### src/rtl/uart_buffer_pkg.sv
// Shared definitions for uart_buffer: uart register offsets, STATUS bit positions,
// CPU-side register indices and master FSM state encodings.
package uart_buffer_pkg;

   localparam logic [63:0] U_CLK_DIV_ADDR = 64'h0;
   localparam logic [63:0] U_STATUS_ADDR  = 64'h4;
   localparam logic [63:0] U_DATA_ADDR    = 64'h8;

   localparam int U_ST_TX_READY = 0;
   localparam int U_ST_RX_READY = 1;

   typedef enum logic [1:0] {
      REG_DATA    = 2'd0,
      REG_STATUS  = 2'd1,
      REG_CLK_DIV = 2'd2,
      REG_CTRL    = 2'd3
   } reg_sel_e;

   typedef enum logic [2:0] {
      ST_IDLE   = 3'd0,
      ST_DIV    = 3'd1,
      ST_POLL   = 3'd2,
      ST_DECIDE = 3'd3,
      ST_RXRD   = 3'd4,
      ST_TXWR   = 3'd5
   } state_e;

   // Same 16-bit lane rule the uart applies to its divider: mask[0] -> [15:0], mask[1] -> [31:16].
   function automatic logic [31:0] apply_div_lanes(input logic [31:0] old_val,
                                                    input logic [31:0] new_val,
                                                    input logic [1:0]  mask);
      logic [31:0] res;
      res = old_val;
      if (mask[0]) res[15:0]  = new_val[15:0];
      if (mask[1]) res[31:16] = new_val[31:16];
      return res;
   endfunction

endpackage

### src/rtl/uart_buffer_sync_fifo.sv
// Synchronous FIFO with wrap-bit pointers; head is combinational, push when full and
// pop when empty are ignored.
module sync_fifo #(
   parameter int DEPTH = 16,
   parameter int WIDTH = 16
) (
   input  logic                     clk,
   input  logic                     reset,
   input  logic                     push_i,
   input  logic [WIDTH-1:0]         data_i,
   input  logic                     pop_i,
   output logic [WIDTH-1:0]         head_o,
   output logic                     full_o,
   output logic                     empty_o,
   output logic [$clog2(DEPTH):0]   count_o
);
   localparam int AW = $clog2(DEPTH);
   localparam logic [AW:0] PTR_ONE = {{AW{1'b0}}, 1'b1};

   logic [WIDTH-1:0] mem_q [DEPTH];
   logic [AW:0]      wr_ptr_q;
   logic [AW:0]      rd_ptr_q;
   logic             do_push_s;
   logic             do_pop_s;

   assign full_o    = (wr_ptr_q[AW] != rd_ptr_q[AW]) && (wr_ptr_q[AW-1:0] == rd_ptr_q[AW-1:0]);
   assign empty_o   = (wr_ptr_q == rd_ptr_q);
   assign count_o   = wr_ptr_q - rd_ptr_q;
   assign head_o    = mem_q[rd_ptr_q[AW-1:0]];
   assign do_push_s = push_i && !full_o;
   assign do_pop_s  = pop_i && !empty_o;

   always_ff @(posedge clk) begin
      if (reset) begin
         wr_ptr_q <= '0;
         rd_ptr_q <= '0;
      end else begin
         if (do_push_s) wr_ptr_q <= wr_ptr_q + PTR_ONE;
         if (do_pop_s)  rd_ptr_q <= rd_ptr_q + PTR_ONE;
      end
   end

   always_ff @(posedge clk) begin
      if (do_push_s) mem_q[wr_ptr_q[AW-1:0]] <= data_i;
   end

endmodule

### src/rtl/uart_buffer.sv
// Buffered CPU front-end for the uart register block: TX/RX FIFOs drained/filled by a
// polling master FSM. Optional CTRL register and interrupt under `UART_BUF_IRQ_EN.
module uart_buffer
   import uart_buffer_pkg::*;
#(
   parameter int TX_DEPTH = 16,
   parameter int RX_DEPTH = 16,
   parameter int DATA_W   = 16
) (
   input  logic        clk,
   input  logic        reset,
   input  logic [63:0] address_in,
   input  logic        sel_in,
   input  logic        read_in,
   output logic [63:0] read_value_out,
   input  logic [3:0]  write_mask_in,
   input  logic [63:0] write_value_in,
   output logic [63:0] u_address_out,
   output logic        u_sel_out,
   output logic        u_read_out,
   output logic [3:0]  u_write_mask_out,
   output logic [63:0] u_write_value_out,
   input  logic [63:0] u_read_value_in,
   output logic        irq_out
);
   localparam int TX_CW = $clog2(TX_DEPTH) + 1;
   localparam int RX_CW = $clog2(RX_DEPTH) + 1;

   state_e            state_q, state_d;
   reg_sel_e          reg_sel_s;
   logic [31:0]       div_shadow_q, div_shadow_d;
   logic              div_pending_q, div_pending_d;
   logic              rx_overflow_q, rx_overflow_d;
   logic              full_seen_q, full_seen_d;
   logic              tx_ready_q, tx_ready_d;
   logic              rx_ready_q, rx_ready_d;
   logic              tx_push_s, tx_pop_s, tx_full_s, tx_empty_s;
   logic              rx_push_s, rx_pop_s, rx_full_s, rx_empty_s;
   logic [DATA_W-1:0] tx_head_s, rx_head_s, rx_head_vis_s;
   logic [TX_CW-1:0]  tx_count_s;
   logic [RX_CW-1:0]  rx_count_s;
   logic [63:0]       ctrl_rd_s;
   logic              unused_s;

   assign reg_sel_s     = reg_sel_e'(address_in[3:2]);
   assign tx_push_s     = sel_in && write_mask_in[0] && (reg_sel_s == REG_DATA);
   assign tx_pop_s      = (state_q == ST_TXWR);
   assign rx_push_s     = (state_q == ST_RXRD) && u_read_value_in[DATA_W];
   assign rx_pop_s      = sel_in && read_in && (reg_sel_s == REG_DATA);
   assign rx_head_vis_s = rx_empty_s ? '0 : rx_head_s;
   assign unused_s      = ^{address_in[63:4], address_in[1:0], write_value_in[63:32],
                            write_mask_in[3:2], u_read_value_in[63:DATA_W+1]};

   sync_fifo #(.DEPTH(TX_DEPTH), .WIDTH(DATA_W)) u_tx_fifo (
      .clk(clk), .reset(reset), .push_i(tx_push_s), .data_i(write_value_in[DATA_W-1:0]),
      .pop_i(tx_pop_s), .head_o(tx_head_s), .full_o(tx_full_s), .empty_o(tx_empty_s),
      .count_o(tx_count_s)
   );

   sync_fifo #(.DEPTH(RX_DEPTH), .WIDTH(DATA_W)) u_rx_fifo (
      .clk(clk), .reset(reset), .push_i(rx_push_s), .data_i(u_read_value_in[DATA_W-1:0]),
      .pop_i(rx_pop_s), .head_o(rx_head_s), .full_o(rx_full_s), .empty_o(rx_empty_s),
      .count_o(rx_count_s)
   );

   always_ff @(posedge clk) begin
      if (reset) state_q <= ST_IDLE;
      else       state_q <= state_d;
   end

   always_comb begin
      state_d = ST_IDLE;
      case (state_q)
         ST_IDLE: begin
            if (div_pending_q)               state_d = ST_DIV;
            else if (!tx_empty_s || !rx_full_s) state_d = ST_POLL;
            else                             state_d = ST_IDLE;
         end
         ST_POLL:   state_d = ST_DECIDE;
         // RX wins over TX so incoming frames are not overwritten inside the uart.
         ST_DECIDE: begin
            if (rx_ready_q && !rx_full_s)       state_d = ST_RXRD;
            else if (tx_ready_q && !tx_empty_s) state_d = ST_TXWR;
            else                                state_d = ST_IDLE;
         end
         default:   state_d = ST_IDLE;
      endcase
   end

   always_comb begin
      u_address_out     = 64'h0;
      u_sel_out         = 1'b0;
      u_read_out        = 1'b0;
      u_write_mask_out  = 4'b0000;
      u_write_value_out = 64'h0;
      if (!reset) begin
         case (state_q)
            ST_DIV: begin
               u_address_out     = U_CLK_DIV_ADDR;
               u_sel_out         = 1'b1;
               u_write_mask_out  = 4'b0011;
               u_write_value_out = {32'h0, div_shadow_q};
            end
            ST_POLL: begin
               u_address_out = U_STATUS_ADDR;
               u_sel_out     = 1'b1;
            end
            ST_RXRD: begin
               u_address_out = U_DATA_ADDR;
               u_sel_out     = 1'b1;
               u_read_out    = 1'b1;
            end
            ST_TXWR: begin
               u_address_out     = U_DATA_ADDR;
               u_sel_out         = 1'b1;
               u_write_mask_out  = 4'b0001;
               u_write_value_out = 64'(tx_head_s);
            end
            default: u_sel_out = 1'b0;
         endcase
      end else begin
         u_sel_out = 1'b0;
      end
   end

   always_comb begin
      div_shadow_d  = div_shadow_q;
      div_pending_d = div_pending_q;
      rx_overflow_d = rx_overflow_q;
      full_seen_d   = full_seen_q;
      tx_ready_d    = tx_ready_q;
      rx_ready_d    = rx_ready_q;
      if (state_q == ST_DIV) div_pending_d = 1'b0;
      else                   div_pending_d = div_pending_q;
      if (sel_in && (reg_sel_s == REG_CLK_DIV) && (write_mask_in[1:0] != 2'b00)) begin
         div_shadow_d  = apply_div_lanes(div_shadow_q, write_value_in[31:0], write_mask_in[1:0]);
         div_pending_d = 1'b1;
      end else begin
         div_shadow_d  = div_shadow_q;
      end
      if (sel_in && (reg_sel_s == REG_STATUS) && write_mask_in[0] && write_value_in[2])
         rx_overflow_d = 1'b0;
      else
         rx_overflow_d = rx_overflow_q;
      // A frame left in the uart is lost only once two polls in a row find it stuck.
      if (state_q == ST_POLL) begin
         tx_ready_d = u_read_value_in[U_ST_TX_READY];
         rx_ready_d = u_read_value_in[U_ST_RX_READY];
         if (u_read_value_in[U_ST_RX_READY] && rx_full_s) begin
            full_seen_d = 1'b1;
            if (full_seen_q) rx_overflow_d = 1'b1;
            else             rx_overflow_d = rx_overflow_d;
         end else begin
            full_seen_d = 1'b0;
         end
      end else begin
         full_seen_d = full_seen_q;
      end
   end

   always_ff @(posedge clk) begin
      if (reset) begin
         div_shadow_q  <= 32'h0;
         div_pending_q <= 1'b0;
         rx_overflow_q <= 1'b0;
         full_seen_q   <= 1'b0;
         tx_ready_q    <= 1'b0;
         rx_ready_q    <= 1'b0;
      end else begin
         div_shadow_q  <= div_shadow_d;
         div_pending_q <= div_pending_d;
         rx_overflow_q <= rx_overflow_d;
         full_seen_q   <= full_seen_d;
         tx_ready_q    <= tx_ready_d;
         rx_ready_q    <= rx_ready_d;
      end
   end

`ifdef UART_BUF_IRQ_EN
   logic rx_ie_q, tx_ie_q, irq_q;

   always_ff @(posedge clk) begin
      if (reset) begin
         rx_ie_q <= 1'b0;
         tx_ie_q <= 1'b0;
         irq_q   <= 1'b0;
      end else begin
         if (sel_in && (reg_sel_s == REG_CTRL) && write_mask_in[0]) begin
            rx_ie_q <= write_value_in[0];
            tx_ie_q <= write_value_in[1];
         end
         irq_q <= (rx_ie_q & ~rx_empty_s) | (tx_ie_q & tx_empty_s);
      end
   end

   assign irq_out   = irq_q;
   assign ctrl_rd_s = {62'h0, tx_ie_q, rx_ie_q};
`else
   assign irq_out   = 1'b0;
   assign ctrl_rd_s = 64'h0;
`endif

   always_comb begin
      read_value_out = 64'h0;
      if (sel_in) begin
         case (reg_sel_s)
            REG_DATA:    read_value_out = 64'({~rx_empty_s, rx_head_vis_s});
            REG_STATUS:  read_value_out = {40'h0, 8'(rx_count_s), 8'(tx_count_s), 5'b00000,
                                           rx_overflow_q, ~rx_empty_s, ~tx_full_s};
            REG_CLK_DIV: read_value_out = {32'h0, div_shadow_q};
            REG_CTRL:    read_value_out = ctrl_rd_s;
            default:     read_value_out = 64'h0;
         endcase
      end else begin
         read_value_out = 64'h0;
      end
   end

endmodule

### config.mk
export PLATFORM = sky130hd
export DESIGN_NAME = uart_buffer
export DESIGN_NICKNAME = d
export VERILOG_FILES = /design/src/rtl/uart_buffer_pkg.sv /design/src/rtl/uart_buffer_sync_fifo.sv /design/src/rtl/uart_buffer.sv
export SDC_FILE = /design/constraint.sdc
export NUM_CORES = 1
export LEC_CHECK = 0
export CORE_UTILIZATION = 35
export DETAILED_ROUTE_END_ITERATION = 8
export PLACE_DENSITY = 0.67
export SYNTH_ARGS = -nofsm -noshare
export SYNTH_HDL_FRONTEND = slang
export SYNTH_SLANG_ARGS = --single-unit
### constraint.sdc
create_clock -name clk -period 4.38 [get_ports clk]
set_input_delay 0.438 -clock clk [delete_from_list [all_inputs] [get_ports clk]]
set_output_delay 0.438 -clock clk [all_outputs]
set_load 0.1 [all_outputs]
=== After elaboration in Yosys (flattened, before gate mapping) ===
Memory sizes are Yosys's and may differ from the RTL's. A register that Yosys moved wholly into a read port is not among the register bits.
Index checks and enable logic that the tools add are counted.

* Register bits after elaboration: 60
* RAM bits: 512
* Bits of input ports: 200
* Output and inout bits: 199
* Word-level logic and storage cells: 101
* Memories: 2

{| class="wikitable"
|+ Memory list
! name !! words !! bits a word !! rd ports !! clocked after memory_dff !! write ports !! line !! RTL
|-
| u_rx_fifo.mem_q || 16 || 16 || 1 || 1 || 1 || uart_buffer_sync_fifo.sv:20 || <nowiki>logic [WIDTH-1:0] mem_q [DEPTH];</nowiki>
|-
| u_tx_fifo.mem_q || 16 || 16 || 1 || 1 || 1 || uart_buffer_sync_fifo.sv:20 ||
|}

* $add $sub $neg: 6
* Equal/unequal tests: 14
* Muxes and demuxes: 33
* Bitwise operators: 2
* Reductions and logical operators: 32

{| class="wikitable"
|+ Operators by type and width
! operator !! number
|-
| $pmux 64 s4 || 1
|-
| $mux 64 || 1
|-
| $pmux 32 s2 || 1
|-
| $mux 32 || 1
|-
| $add 5x1->5 const B || 4
|-
| $mux 4 || 5
|-
| $logic_and 1x1->1 || 19
|-
| $mux 16 || 1
|-
| $mux 1 || 15
|-
| $eq 5x5->1 || 2
|-
| $sub 5x5->5 || 2
|-
| $pmux 3 s3 || 1
|-
| $eq 4x4->1 || 2
|-
| $pmux 4 s2 || 1
|-
| $eq 3x2->1 const B || 2
|-
| $eq 3x3->1 const B || 2
|-
| $mux 2 || 3
|-
| $mux 3 || 2
|-
| $eq 2x2->1 const B || 2
|-
| $logic_not 1->1 || 4
|-
| $pmux 2 s2 || 1
|-
| $reduce_and 2->1 || 2
|-
| $reduce_bool 2->1 || 2
|-
| $reduce_or 4->1 || 1
|-
| 8 further kinds || 10
|}

=== Longest topological paths before layout ===
Gate-level depths: netlist of run 1.

* Depth after elaboration: 8
* Gate-level depth with buffers: 8
* Gate-level depth less buffers: 8

=== Hierarchy ===
From an unflattened synthesis of run 1, not the netlist that was laid out.

* Cell total of the unflattened synthesis: 1459
* Area total of the unflattened synthesis: 24273.3 um^2

{| class="wikitable"
|+ Modules (own cells, without submodules)
! module !! times used !! cells each !! area an instance (um^2)
|-
| sync_fifo at u_tx_fifo || 1 || 499 || 10445.0
|-
| sync_fifo at u_rx_fifo || 1 || 499 || 10435.0
|-
| uart_buffer || 1 || 461 || 3393.3
|}

=== Worst setup path after synthesis of run 1 ===
Ideal clock, no wire load.

* Path type: reg-to-output
* Start: register u_rx_fifo.wr_ptr_q[0]
* End: output port read_value_out[20]
* Arrival time: 3542 ps
* Slack: 400 ps
* Cell stages (with the launch flop): 9
* Path buffers: 0
* Cells stage by stage: dfxtp_1 > inv_1 > ha_1 > inv_1 > fa_1 > a21o_1 > a21oi_1 > xnor2_1 > o21ai_0

* Longest elaborated chain between the ends: 3

{| class="wikitable"
|+ Ends and longest elaborated chain
! item !! line !! RTL
|-
| from (decl) || uart_buffer_sync_fifo.sv:21 || <nowiki>logic [AW:0] wr_ptr_q;</nowiki>
|-
| from (signal assigned) || uart_buffer_sync_fifo.sv:38 || <nowiki>if (do_push_s) wr_ptr_q <= wr_ptr_q + PTR_ONE;</nowiki>
|-
| $sub 5x5->5 || uart_buffer_sync_fifo.sv:28 || <nowiki>assign count_o = wr_ptr_q - rd_ptr_q;</nowiki>
|-
| $pmux 64 s4 || uart_buffer.sv:206 || <nowiki>case (reg_sel_s)</nowiki>
|-
| $mux 64 || uart_buffer.sv:205 || <nowiki>if (sel_in) begin</nowiki>
|-
| to (decl) || uart_buffer.sv:15 || <nowiki>output logic [63:0] read_value_out,</nowiki>
|}

No other way between the ends. The select of a mux whose other input is x is not followed.

=== Worst setup path in the final report of run 1 ===
* Start: register u_rx_fifo.wr_ptr_q[2]
* End: output port read_value_out[11]

* Longest elaborated chain between the ends: 4

{| class="wikitable"
|+ Ends and longest elaborated chain
! item !! line !! RTL
|-
| $eq 5x5->1 || uart_buffer_sync_fifo.sv:27 || <nowiki>assign empty_o = (wr_ptr_q == rd_ptr_q);</nowiki>
|-
| $mux 16 || uart_buffer.sv:50 || <nowiki>assign rx_head_vis_s = rx_empty_s ? '0 : rx_head_s;</nowiki>
|-
| $pmux 64 s4 || uart_buffer.sv:206 ||
|-
| $mux 64 || uart_buffer.sv:205 ||
|}

No other way between the ends. The select of a mux whose other input is x is not followed.

==> results_dict.tcl, run 1 <==
set metrics [dict create \
    cp_max_fo 12 \
    yosys_warnings 0 \
    p_leak_nw 9.309 \
    drc_errors 0 \
    cts_buffers 55 \
    post_cts_buffers 0 \
    rsz0062_at_grt "no" \
    holdPathStages 2 \
    wl_per_cell_um 20.77 \
    crit_arrival_ps 3270 \
    grtUsageTotal 0.1499 \
    synth-main-ff-cell "edfxtp_1" \
    yosys.area.top_type_share 0.6336 \
    io_pins 399 \
    max_freq_ghz 0.2699 \
    rows 96 \
    die_h_um 265.3 \
    cp.required_ps 3940 \
    grt_max_degree 65 \
    path_cells "ha_1 -> nand4_1 -> buf_4 -> o211ai_2 -> buf_4 -> o22a_1 -> o211ai_1 -> buf_12" \
    reg2reg_depth 6 \
    setup_viol 0 \
    synthCells 1423 \
    tightest_slew_ps 1020 \
    synth_edf_count 512 \
    finalHoldViolCount 0 \
    crit_family "compound AO/OA/AOI/OAI gates" \
    muxShareOfSynthArea 0.1436 \
    grt_pass1_wl_mm 78.64 \
    synth_compound_area_frac 0.03857 \
    postLayoutCoreUtil 0.4143 \
    clock_path_buffers 3 \
    clock_latency_ps 610 \
    clockRootBuffer "clkbuf_16" \
    tns_ps 0 \
    grt_overflow 0 \
    dieArea_um2 70380 \
    synthTopCellsByArea "edfxtp_1, mux4_2, dfxtp_1, buf_4, mux4_1" \
    synth_seq_cells 580 \
    cap_violations 0 \
    firstDrtPassIters 5 \
    cts_tree "done" \
    diodes 0 \
    async_flop_share 0 \
    ant_nets 0 \
    hp-class "input port to flip-flop" \
    period_share 0.8461 \
    finalCriticalPeriod_ps 3706 \
    avgSynthCellArea_um2 17.05 \
    outcome "complete, no violations" \
    p_total_mw 11.80 \
    cts.htree.levels 2 \
    synth_top_family_by_area "multiplexers" \
    placed_cell_area_um2 26490 \
    end_kind "primary output" \
    critPathMostFrequentCell "buf_4" \
    vdd_drop_max_v 0.0002865 \
    ctsResizeCount 0 \
    powerDensity_nw_per_um2 415.2 \
    viasPerCell 4.945 \
    area_growth_pct 17.10 \
    clkSlewWorstSetupHoldPaths_ps 60 \
    start_kind "flip-flop" \
    drive_above_1_share 0.2263 \
    dieWidth_um 265.3 \
    dp_hpwl_mm 33.47 \
    crit_cells 8 \
    synthAdderAreaFrac 0.01093 \
    cts_hold_buf 0 \
    skew_ps 17.35 \
    gp_congestion 0.8105 \
    synth-simple-area-share 0.05064 \
    cpPeakStageDelay_ps 610 \
    synthXorXnorAreaFrac 0.008560 \
    ys_seq_area_frac 0.6897 \
    first_global_vias 12470 \
    hold_slack_ps 277.2 \
    path_class "flip-flop to primary output" \
    synth_cell_types 53 \
    yosys.area.top_type "edfxtp_1" \
    drt_iter0_drc 1196 \
    synthesis.area_um2 24260 \
    path_buf_inv 3 \
    wirelength_mm 53.29 \
    portBuffers 126 \
    fin_nets 1808 \
    fill_cells 6020 \
    core_area_um2 68590 \
    numClockSinks 580 \
    vias 12690 \
    stdcell_area_um2 28410 \
    slowest_stage "dfxtp_1" \
    start_util 0.3538 \
    antenna_found_initial 0 \
    slew_headroom 0.3182 \
    timing.final.max_slew_violations 0 \
]
[layout make-up]
type	count	area (um2)	share of cell area
clock buffer	64	1420	0.04998
clock inverter	40	504.2	0.01775
inverter	15	56.30	0.001982
multi-input combinational	757	6680	0.2351
sequential	580	16750	0.5894
tap	931	1165	0.04100
timing repair buffer	179	1842	0.06482
[cell families after synthesis]
group                    after synthesis
adder cells (fa/ha/maj)               20
AND/OR/NAND/NOR                      267
multiplexers                         180
buffers and inverters                214
XOR/XNOR                              22
AO/OA/AOI/OAI                        139
other                                  1
flip-flops                           580
[registers in the layout (all words and copies together) (netlist names), named ones only]
signal and flops:
div_pending_q 1, u_rx_fifo.mem_q 256, rx_overflow_q 1, full_seen_q 1
div_shadow_q 32, rx_ready_q 1, state_q 3, tx_ready_q 1
u_tx_fifo.mem_q 256, u_tx_fifo.rd_ptr_q 5, u_rx_fifo.wr_ptr_q 5, u_rx_fifo.rd_ptr_q 5
u_tx_fifo.wr_ptr_q 5
[cells in the final DEF (no fill, tap or decap), drive strengths merged, types with 15 or more instances in the layout]
cell | netlist | routed
edfxtp | 512 | 512
conb | 1 | 129
mux4 | 128 | 128
buf | 167 | 119
nand2 | 103 | 103
nor2 | 76 | 76
dfxtp | 68 | 68
clkbuf | 32 | 64
clkdlybuf4s50 | 0 | 60
a21oi | 44 | 44
mux2i | 36 | 36
a22oi | 34 | 34
and2 | 31 | 31
clkinv | 0 | 19
ha | 18 | 18
inv | 15 | 18
nor3 | 17 | 17
mux2 | 16 | 16
o21ai | 15 | 15
[worst paths after layout]
path	from	endpoint	slack (ps)
worst min register to register	full_seen_q$_SDFFE_PP0N_	full_seen_q$_SDFFE_PP0N_	460
worst max register to register	u_rx_fifo.wr_ptr_q[2]$_SDFFE_PP0P_	u_rx_fifo.mem_q[3][2]$_DFFE_PP_	1310
worst min-delay path	reset	div_pending_q$_SDFFE_PP0P_	280
worst max-delay path	u_rx_fifo.wr_ptr_q[2]$_SDFFE_PP0P_	read_value_out[11]	670
[synth_stat cells, drive strengths merged, types with 2 or more instances]
master,count
xnor2,10
a22oi,34
nor2,76
fa,2
nor2b,6
o31ai,2
nand3,7
ha,18
edfxtp,512
a2bb2oi,3
a21o,2
a2111oi,2
o2111ai,2
or3,3
and3b,2
buf,167
mux2i,36
a211o,11
o21a,6
nor3,17
o21ai,15
and3,5
nand4bb,2
mux4,128
xor2,12
dfxtp,68
nand2,103
nand4,4
a21oi,44
clkbuf,32
inv,15
and2,31
o211ai,11
and4bb,2
nand2b,7
a22o,3
mux2,16
[per-layer routing]
| layer | vias to the layer above | global-route usage | part of all wire |
|---|---|---|---|
| met1 | 6566 | 0.2016 | 0.41 |
| li1 | 5592 | - | - |
| met3 | 70 | 0.02694 | 0.067 |
| met2 | 462 | 0.2482 | 0.50 |
| met4 | 0 | 0.04374 | 0.020 |
| met5 | - | 0 | 0 |
[power breakdown]
group | total, mW | switching, mW | internal (mW)
Clock | 5.03 | 2.05 | 2.98
Combinational | 0.727 | 0.650 | 0.0779
Sequential | 6.04 | 0.0155 | 6.02
[worst reg2reg max path, stage by stage, from the launching register on]
cell and delay [ps]:
dfxtp_1 610, ha_1 380, nand4_1 120, buf_4 200, o211ai_1 300, nor3_2 770, buf_4 370
[metrics by stage]
stage / cells / setup WS (ps)
3_5_place_dp: 2462 / 1037
2_1_floorplan: 1551 / 399.8
6_report: 2566 / 674.3
3_3_place_gp: 2462 / 1077
5_1_grt: 2566 / 538.8
4_1_cts: 2566 / 609.7
No activity file was read; power rests on OpenSTA's default activity.
==> inputs of run 2 (changes only) <==
==> constraint.sdc (replaced) <==
create_clock -name clk -period 3.9 [get_ports clk]
set_input_delay 0.39 -clock clk [delete_from_list [all_inputs] [get_ports clk]]
set_output_delay 0.39 -clock clk [all_outputs]
set_load 0.1 [all_outputs]
==> results_dict.tcl, run 2 (synthesis results as in run 1) <==
set metrics [dict create \
    clock_path_buffers 3 \
    io_pins 399 \
    rsz0062_at_grt "no" \
    grt_overflow 0 \
    placed_cell_area_um2 26740 \
    fin_cells 2576 \
    mostFrequentLayoutCells "edfxtp_1, conb_1, mux4_2, nand2_1, buf_4" \
    path_buf_inv 2 \
    end_kind "primary output" \
    place_ws_ps 696.4 \
    dp.cells 2471 \
    p_leak_nw 9.359 \
    cts_buffers 57 \
    viasPerCell 4.951 \
    postLayoutCoreUtil 0.4162 \
    cpPeakStageDelay_ps 740 \
    hold_slack_ps 321.4 \
    gp_congestion 0.8026 \
    firstDrtPassIters 5 \
    core_area_um2 68590 \
    dieArea_um2 70380 \
    crit_arrival_ps 3210 \
    cts.htree.levels 2 \
    wl_per_cell_um 20.86 \
    rows 96 \
    ant_nets 0 \
    vias 12760 \
    path_cells "ha_1 -> nand4_1 -> o211ai_2 -> buf_4 -> nor2_1 -> a211o_1 -> buf_12" \
    setup_viol 0 \
    slew_headroom 0.3267 \
    start_util 0.3538 \
    timing.final.ws_setup_ps 300.8 \
    fin_nets 1819 \
    timing.final.max_slew_violations 0 \
    drive_above_1_share 0.2251 \
    die_h_um 265.3 \
    outcome "complete, no violations" \
    vdd_drop_max_v 0.0003373 \
    dieWidth_um 265.3 \
    clockRootBuffer "clkbuf_16" \
    drt_iter0_drc 1026 \
    grt_max_degree 68 \
    tightest_slew_ps 1007 \
    cts_tree "done" \
    start_kind "flip-flop" \
    cp_max_fo 12 \
    finalHoldViolCount 0 \
    ctsResizeCount 0 \
    wirelength_mm 53.74 \
    drc_errors 0 \
    final_common_cell "edfxtp_1" \
    skew_ps 18.38 \
    cap_violations 0 \
    stdcell_area_um2 28540 \
    p_total_mw 12.93 \
    finalCriticalPeriod_ps 3599 \
    area_growth_pct 17.64 \
    fill_cells 6008 \
    path_class "flip-flop to primary output" \
    clkSlewWorstSetupHoldPaths_ps 60 \
    portBuffers 126 \
    first_global_vias 12910 \
    period_share 0.9229 \
    max_freq_ghz 0.2778 \
    cp.required_ps 3510 \
    dp_hpwl_mm 33.78 \
    numClockSinks 580 \
    slowest_stage "o211ai_2" \
    grtUsageTotal 0.1508 \
    cts_hold_buf 0 \
    crit_family "compound AO/OA/AOI/OAI gates" \
    tns_ps 0 \
    antenna_found_initial 3 \
    clock_latency_ps 620 \
    powerDensity_nw_per_um2 452.9 \
    hp-class "input port to flip-flop" \
    grt_pass1_wl_mm 79.76 \
    post_cts_buffers 0 \
]
## run 2: cell types whose count changed in the layout (fill, tap and decap cells not counted), sizes merged, moves of 4 or more
cell / previous run / this run
buf: 119 / 132
clkinvlp: 7 / 1
clkdlybuf4s50: 60 / 56
clkbuf: 64 / 74
bufinv: 11 / 5
clkinv: 19 / 23
## run 2: report_power, final
part / internal (mW) / switching (mW) / total, mW / leakage [nW]
clock network: 3.03 / 2.29 / 5.32 / 0.880
logic: 0.0908 / 0.732 / 0.823 / 3.32
registers: 6.76 / 0.0175 / 6.78 / 5.15
total: 9.89 / 3.04 / 12.9 / 9.36
## run 2: final timing paths
kind | end | startpoint | slack [ps] | depth (start not counted)
min reg2reg | tx_ready_q$_SDFFE_PP0N_ | tx_ready_q$_SDFFE_PP0N_ | 460 | 2
max | read_value_out[5] | u_rx_fifo.wr_ptr_q[2]$_SDFFE_PP0P_ | 300 | 7
max reg2reg | u_rx_fifo.mem_q[0][3]$_DFFE_PP_ | u_rx_fifo.wr_ptr_q[2]$_SDFFE_PP0P_ | 950 | 7
min | div_shadow_q[23]$_SDFFE_PP0P_ | write_value_in[23] | 320 | 3
## run 2: area by class of cell
type	count	area, um2	area share
sequential	580	16750	0.5867
multi-input combinational	757	6680	0.2340
timing repair buffer	188	2087	0.07311
clock buffer	74	1490	0.05220
tap	931	1165	0.04081
clock inverter	30	316.6	0.01109
inverter	15	56.30	0.001972
antenna	1	2.502	0.00008767
## run 2: tightest hold or removal path, stage by stage
cell	delay, ps
clkdlybuf4s50_1	390
nand2_1	50
a21oi_1	50
## run 2: per-layer routing
| layer | vias to the layer above | track usage | share of wire |
|---|---|---|---|
| li1 | 5616 | - | - |
| met1 | 6601 | 0.1948 | 0.41 |
| met2 | 448 | 0.2541 | 0.50 |
| met3 | 86 | 0.03435 | 0.070 |
| met4 | 4 | 0.04171 | 0.021 |
| met5 | - | 0 | 0.00056 |
==> RTL edit 1, RTL diff (config.mk and constraints of run 2) <==
Build with the macro `UART_BUF_IRQ_EN` defined.
--- a/src/rtl/uart_buffer.sv
+++ b/src/rtl/uart_buffer.sv
@@ -1,5 +1,7 @@
 // Buffered CPU front-end for the uart register block: TX/RX FIFOs drained/filled by a
 // polling master FSM. Optional CTRL register and interrupt under `UART_BUF_IRQ_EN.
+`define UART_BUF_IRQ_EN
+
 module uart_buffer
    import uart_buffer_pkg::*;
 #(
Check against the original RTL: not equivalent (Yosys sat finds a counterexample within 4 cycles, from zero or initial values and one cycle with reset high).
==> RTL edit 1 against run 2 <==
  * Maximum frequency shrank 2.0%
  * Critical path type unchanged
  * Wire length increased by 0.17%
  * Cell count up 0.39%
  * Synthesized cell count is 1.3% higher
  * Highest routed layer unchanged
  * Total power is 0.39% lower
  * Worst setup slack worse by 0.075 ns
  * Die area up 0.25%
  * Largest cell class unchanged
  * Sequential cell count rose by 3
  * Final area barely moved
  * Synthesized area up 0.25%
  * Register-to-register slack got worse by 0.05 ns
  * Clock skew increased by 0.0037 ns
==> RTL edit 1: results (changes against run 2) <==
| Metric | Value |
|---|---|
| Status | `completed (unchanged)` |
| Vias after detailed routing | `12.8k (about the same)` |
| Setup skew after layout | `0.0221 ns (was 0.0184 ns)` |
| Core box area | `0.0687 mm² (was 0.0686 mm²)` |
| TritonRoute pass-1 iters | `6 (was 5)` |
| Gr usage total | `0.151 (about the same)` |
| Largest net degree at the start of global routing | `53 (was 68)` |
| Max Fanout on Critical Path | `16 (was 12)` |
| Placer congestion estimate | `0.789 (was 0.803)` |
| Per-cell routed wire length | `20.8 µm (was 20.9 µm)` |
| Top post-synthesis cells by count | `edfxtp_1, buf_4, mux4_2, nand2_1, nor2_1 (unchanged)` |
| Multi-input gates | `767 (was 757)` |
| Detailed Place HPWL | `33.4 mm (was 33.8 mm)` |
| Dpl cells | `2481 (was 2471)` |
| Number of antenna violations at the first check in global routing | `1 (was 3)` |
| Clock buffers | `66 (was 74)` |
| DR iter-0 viols | `981 (was 1026)` |
| Slowest cell on crit path | `a211o_1 (was o211ai_2)` |
| Critical path arrival | `3.28 ns (was 3.21 ns)` |
| Multi-input gate area | `0.00667 mm² (was 0.00668 mm²)` |
| Nets@finish | `1829 (was 1819)` |
| Flip-flop and latch count | `583 (was 580)` |
| Fraction of cell area in non-clock buffers | `0.0726 (was 0.0731)` |
| Synth unique cells | `58 (was 53)` |
| Layout clock area frac | `0.0623 (was 0.0633)` |
| Pre-CTS WS | `0.638 ns (was 0.696 ns)` |
| Largest cells by area after synthesis | `edfxtp_1, mux4_2, dfxtp_1, buf_4, nand2_1 (was edfxtp_1, mux4_2, dfxtp_1, buf_4, mux4_1)` |
| ANT cells | `0 (was 1)` |
| IO buf count | `127 (was 126)` |
| Via-per-instance ratio | `4.95 (about the same)` |
| VDD IR max | `0.387 mV (was 0.337 mV)` |
| Invs w/o clock | `16 (was 15)` |
[RTL edit 1: cell count changes after synthesis, sizes merged, moves of 2 or more]
cell | run 2 | this run
a21boi | 0 | 2
nand3 | 7 | 9
o211ai | 11 | 9
dfxtp | 68 | 71
clkbuf | 32 | 36
o22ai | 1 | 3
o21a | 6 | 4
mux2i | 36 | 38
nand4 | 4 | 6
nor4 | 0 | 2
a21o | 2 | 5
o21ai | 15 | 17
[RTL edit 1: metal layers]
layer	wire (µm)	track usage	part of all wire	up-vias
li1	-	-	-	5644
met1	21900	0.194	0.41	6598
met2	27100	0.259	0.50	451
met3	3410	0.0264	0.063	98
met4	1400	0.0464	0.026	2
met5	12	0	0.00022	-
[RTL edit 1: final timing paths]
path                                             from                     end  slack, ns  cells past startpoint
worst max-delay path            u_rx_fifo.wr_ptr_q[2]      read_value_out[12]       0.23                      6
worst min register to register            full_seen_q             full_seen_q       0.46                      2
worst min-delay path                            reset        div_shadow_q[16]       0.19                      2
worst max register to register  u_rx_fifo.wr_ptr_q[2]  u_rx_fifo.mem_q[7][13]       0.90                      5
[RTL edit 1: logic make-up (layout without fill, tap and decap cells)]
family	count (synthesis)	in the layout	synth area share
buf+inv	218	305	0.0579
mux	182	182	0.142
simple gates	270	270	0.0511
flops	583	583	0.690
compound gates	145	145	0.0397
other cells	1	128	0.000154
xor+xnor	22	22	0.00823
fa+ha+maj	20	20	0.0109
[RTL edit 1: report_power, final]
part / switching [µW] / internal (µW)
registers: 19.3 / 6790
clock network: 2340 / 2900
logic: 736 / 93.9
total: 3090 / 9780
[RTL edit 1: worst register-to-register path, delay by kind of cell (launching register included)]
kind | cells | cell delay, ns
AOI/OAI and AO/OA | 1 | 0.32
DFF | 1 | 0.60
adders and majority gates | 1 | 0.38
buffers and inverters | 1 | 0.19
and+or+nand+nor | 2 | 1.10
==> RTL edit 2, RTL diff (settings of run 2) <==
Made on the original files. Re-encode `state_e` (6 states) as one-hot, 6 bits wide.
--- a/src/rtl/uart_buffer_pkg.sv
+++ b/src/rtl/uart_buffer_pkg.sv
@@ -16,13 +16,13 @@
       REG_CTRL    = 2'd3
    } reg_sel_e;
 
-   typedef enum logic [2:0] {
-      ST_IDLE   = 3'd0,
-      ST_DIV    = 3'd1,
-      ST_POLL   = 3'd2,
-      ST_DECIDE = 3'd3,
-      ST_RXRD   = 3'd4,
-      ST_TXWR   = 3'd5
+   typedef enum logic [5:0] {
+      ST_IDLE   = 6'b000001,
+      ST_DIV    = 6'b000010,
+      ST_POLL   = 6'b000100,
+      ST_DECIDE = 6'b001000,
+      ST_RXRD   = 6'b010000,
+      ST_TXWR   = 6'b100000
    } state_e;
 
    // Same 16-bit lane rule the uart applies to its divider: mask[0] -> [15:0], mask[1] -> [31:16].
Check against the original RTL: no difference found for any inputs over 4 cycles, from zero or initial values and one cycle with reset high; so few cycles prove little.
==> RTL edit 2 against run 2 <==
  * Worst setup slack gained 0.11 ns
  * Sequential cell count rose by 3
  * Total power up 3.7%
  * Sequential share of layout area shrank 0.75 points
  * Wire length is 2.2% higher
  * Synthesized area is 0.69% higher
  * First-iteration DRC count fell by 3.0%
  * Final area is 1.7% higher
  * Register-to-register slack better by 0.24 ns
  * Count of clock-buffer cells in the layout grew 1
  * Clock power rose by 8.6%
  * Utilization increased by 0.55 points
  * Largest cell class unchanged
  * Sequential power rose by 0.6%
==> RTL edit 2: results (changes against run 2) <==
| Metric | Value |
|---|---|
| Post-DP Area | `0.0270 mm² (was 0.0267 mm²)` |
| Switching power of the nets | `3040 µW (about the same)` |
| VDD IR max | `0.388 mV (was 0.337 mV)` |
| Via-per-instance ratio | `4.98 (was 4.95)` |
| Sequential fraction of the synthesis area | `0.687 (was 0.690)` |
| Slowest cell on crit path | `dfxtp_1 (was o211ai_2)` |
| Multi-input gate area | `0.00687 mm² (was 0.00668 mm²)` |
| First-pass GRT wire length | `81.8 mm (was 79.8 mm)` |
| Cells after synthesis | `1442 (was 1423)` |
| GR met1 Demand/Resource | `0.196 (was 0.195)` |
| Pleak | `0.00947 µW (was 0.00936 µW)` |
| Clock buffer count from CTS | `58 (was 57)` |
| Status | `completed (unchanged)` |
| Nets@finish | `1837 (was 1819)` |
| Worst Tran Pin Value | `0.823 ns (was 1.01 ns)` |
| Final WL | `54.9 mm (was 53.7 mm)` |
| Top post-synthesis cells by count | `edfxtp_1, buf_4, mux4_2, nand2_1, nor2_1 (unchanged)` |
| Synth Area in Compound Gates | `0.0357 (was 0.0386)` |
| Fraction of cell area in non-clock buffers | `0.0731 (about the same)` |
| Pre-CTS WS | `0.958 ns (was 0.696 ns)` |
| CP delay by family, top | `buffers and inverters (was compound AO/OA/AOI/OAI gates)` |
| Grt met2 use | `0.268 (was 0.254)` |
| Largest cells by area after synthesis | `edfxtp_1, mux4_2, dfxtp_1, buf_4, mux2i_1 (was edfxtp_1, mux4_2, dfxtp_1, buf_4, mux4_1)` |
| Synth unique cells | `59 (was 53)` |
| Setup skew after layout | `0.0153 ns (was 0.0184 ns)` |
| ANT cells | `0 (was 1)` |
| Fillers | `6027 (was 6008)` |
| Post-Synth XOR/XNOR Area | `0.00681 (was 0.00856)` |
| Power Density | `462 mW/mm² (was 453 mW/mm²)` |
| Layout clock area frac | `0.0690 (was 0.0633)` |
| Crit path largest cell delay | `0.62 ns (was 0.74 ns)` |
| Clock power share | `0.431 (was 0.412)` |
| Max Fanout on Critical Path | `16 (was 12)` |
| Grt met3 use | `0.0260 (was 0.0343)` |
| Invs w/o clock | `13 (was 15)` |
| Placer congestion estimate | `0.803 (about the same)` |
| Sequential cell area share | `0.579 (was 0.587)` |
| Gr usage total | `0.155 (was 0.151)` |
| DR iter-0 viols | `995 (was 1026)` |
| Fin cells | `2597 (was 2576)` |
[RTL edit 2: changes by cell type in the layout (fill, tap and decap cells not counted), sizes merged, moves of 4 or more]
cell | run 2 | this run
bufinv | 5 | 9
a22oi | 34 | 2
nor2 | 76 | 90
a221o | 0 | 16
nand2 | 103 | 96
nor3 | 17 | 13
mux2i | 36 | 52
nand4b | 0 | 4
[RTL edit 2: path summary, 6_finish.rpt]
check	from	end	slack, ns	cells past startpoint
worst max register to register	u_rx_fifo.wr_ptr_q[2]	u_rx_fifo.mem_q[0][8]	1.19	7
worst min-delay path	reset	div_shadow_q[21]	0.24	2
worst max-delay path	u_rx_fifo.wr_ptr_q[2]	read_value_out[9]	0.41	7
worst min register to register	tx_ready_q	tx_ready_q	0.47	2
[RTL edit 2: layer usage]
metal	vias up	part of all wire
met4	4	0.030
met2	483	0.51
met5	-	0.00042
li1	5720	-
met1	6629	0.41
met3	107	0.056
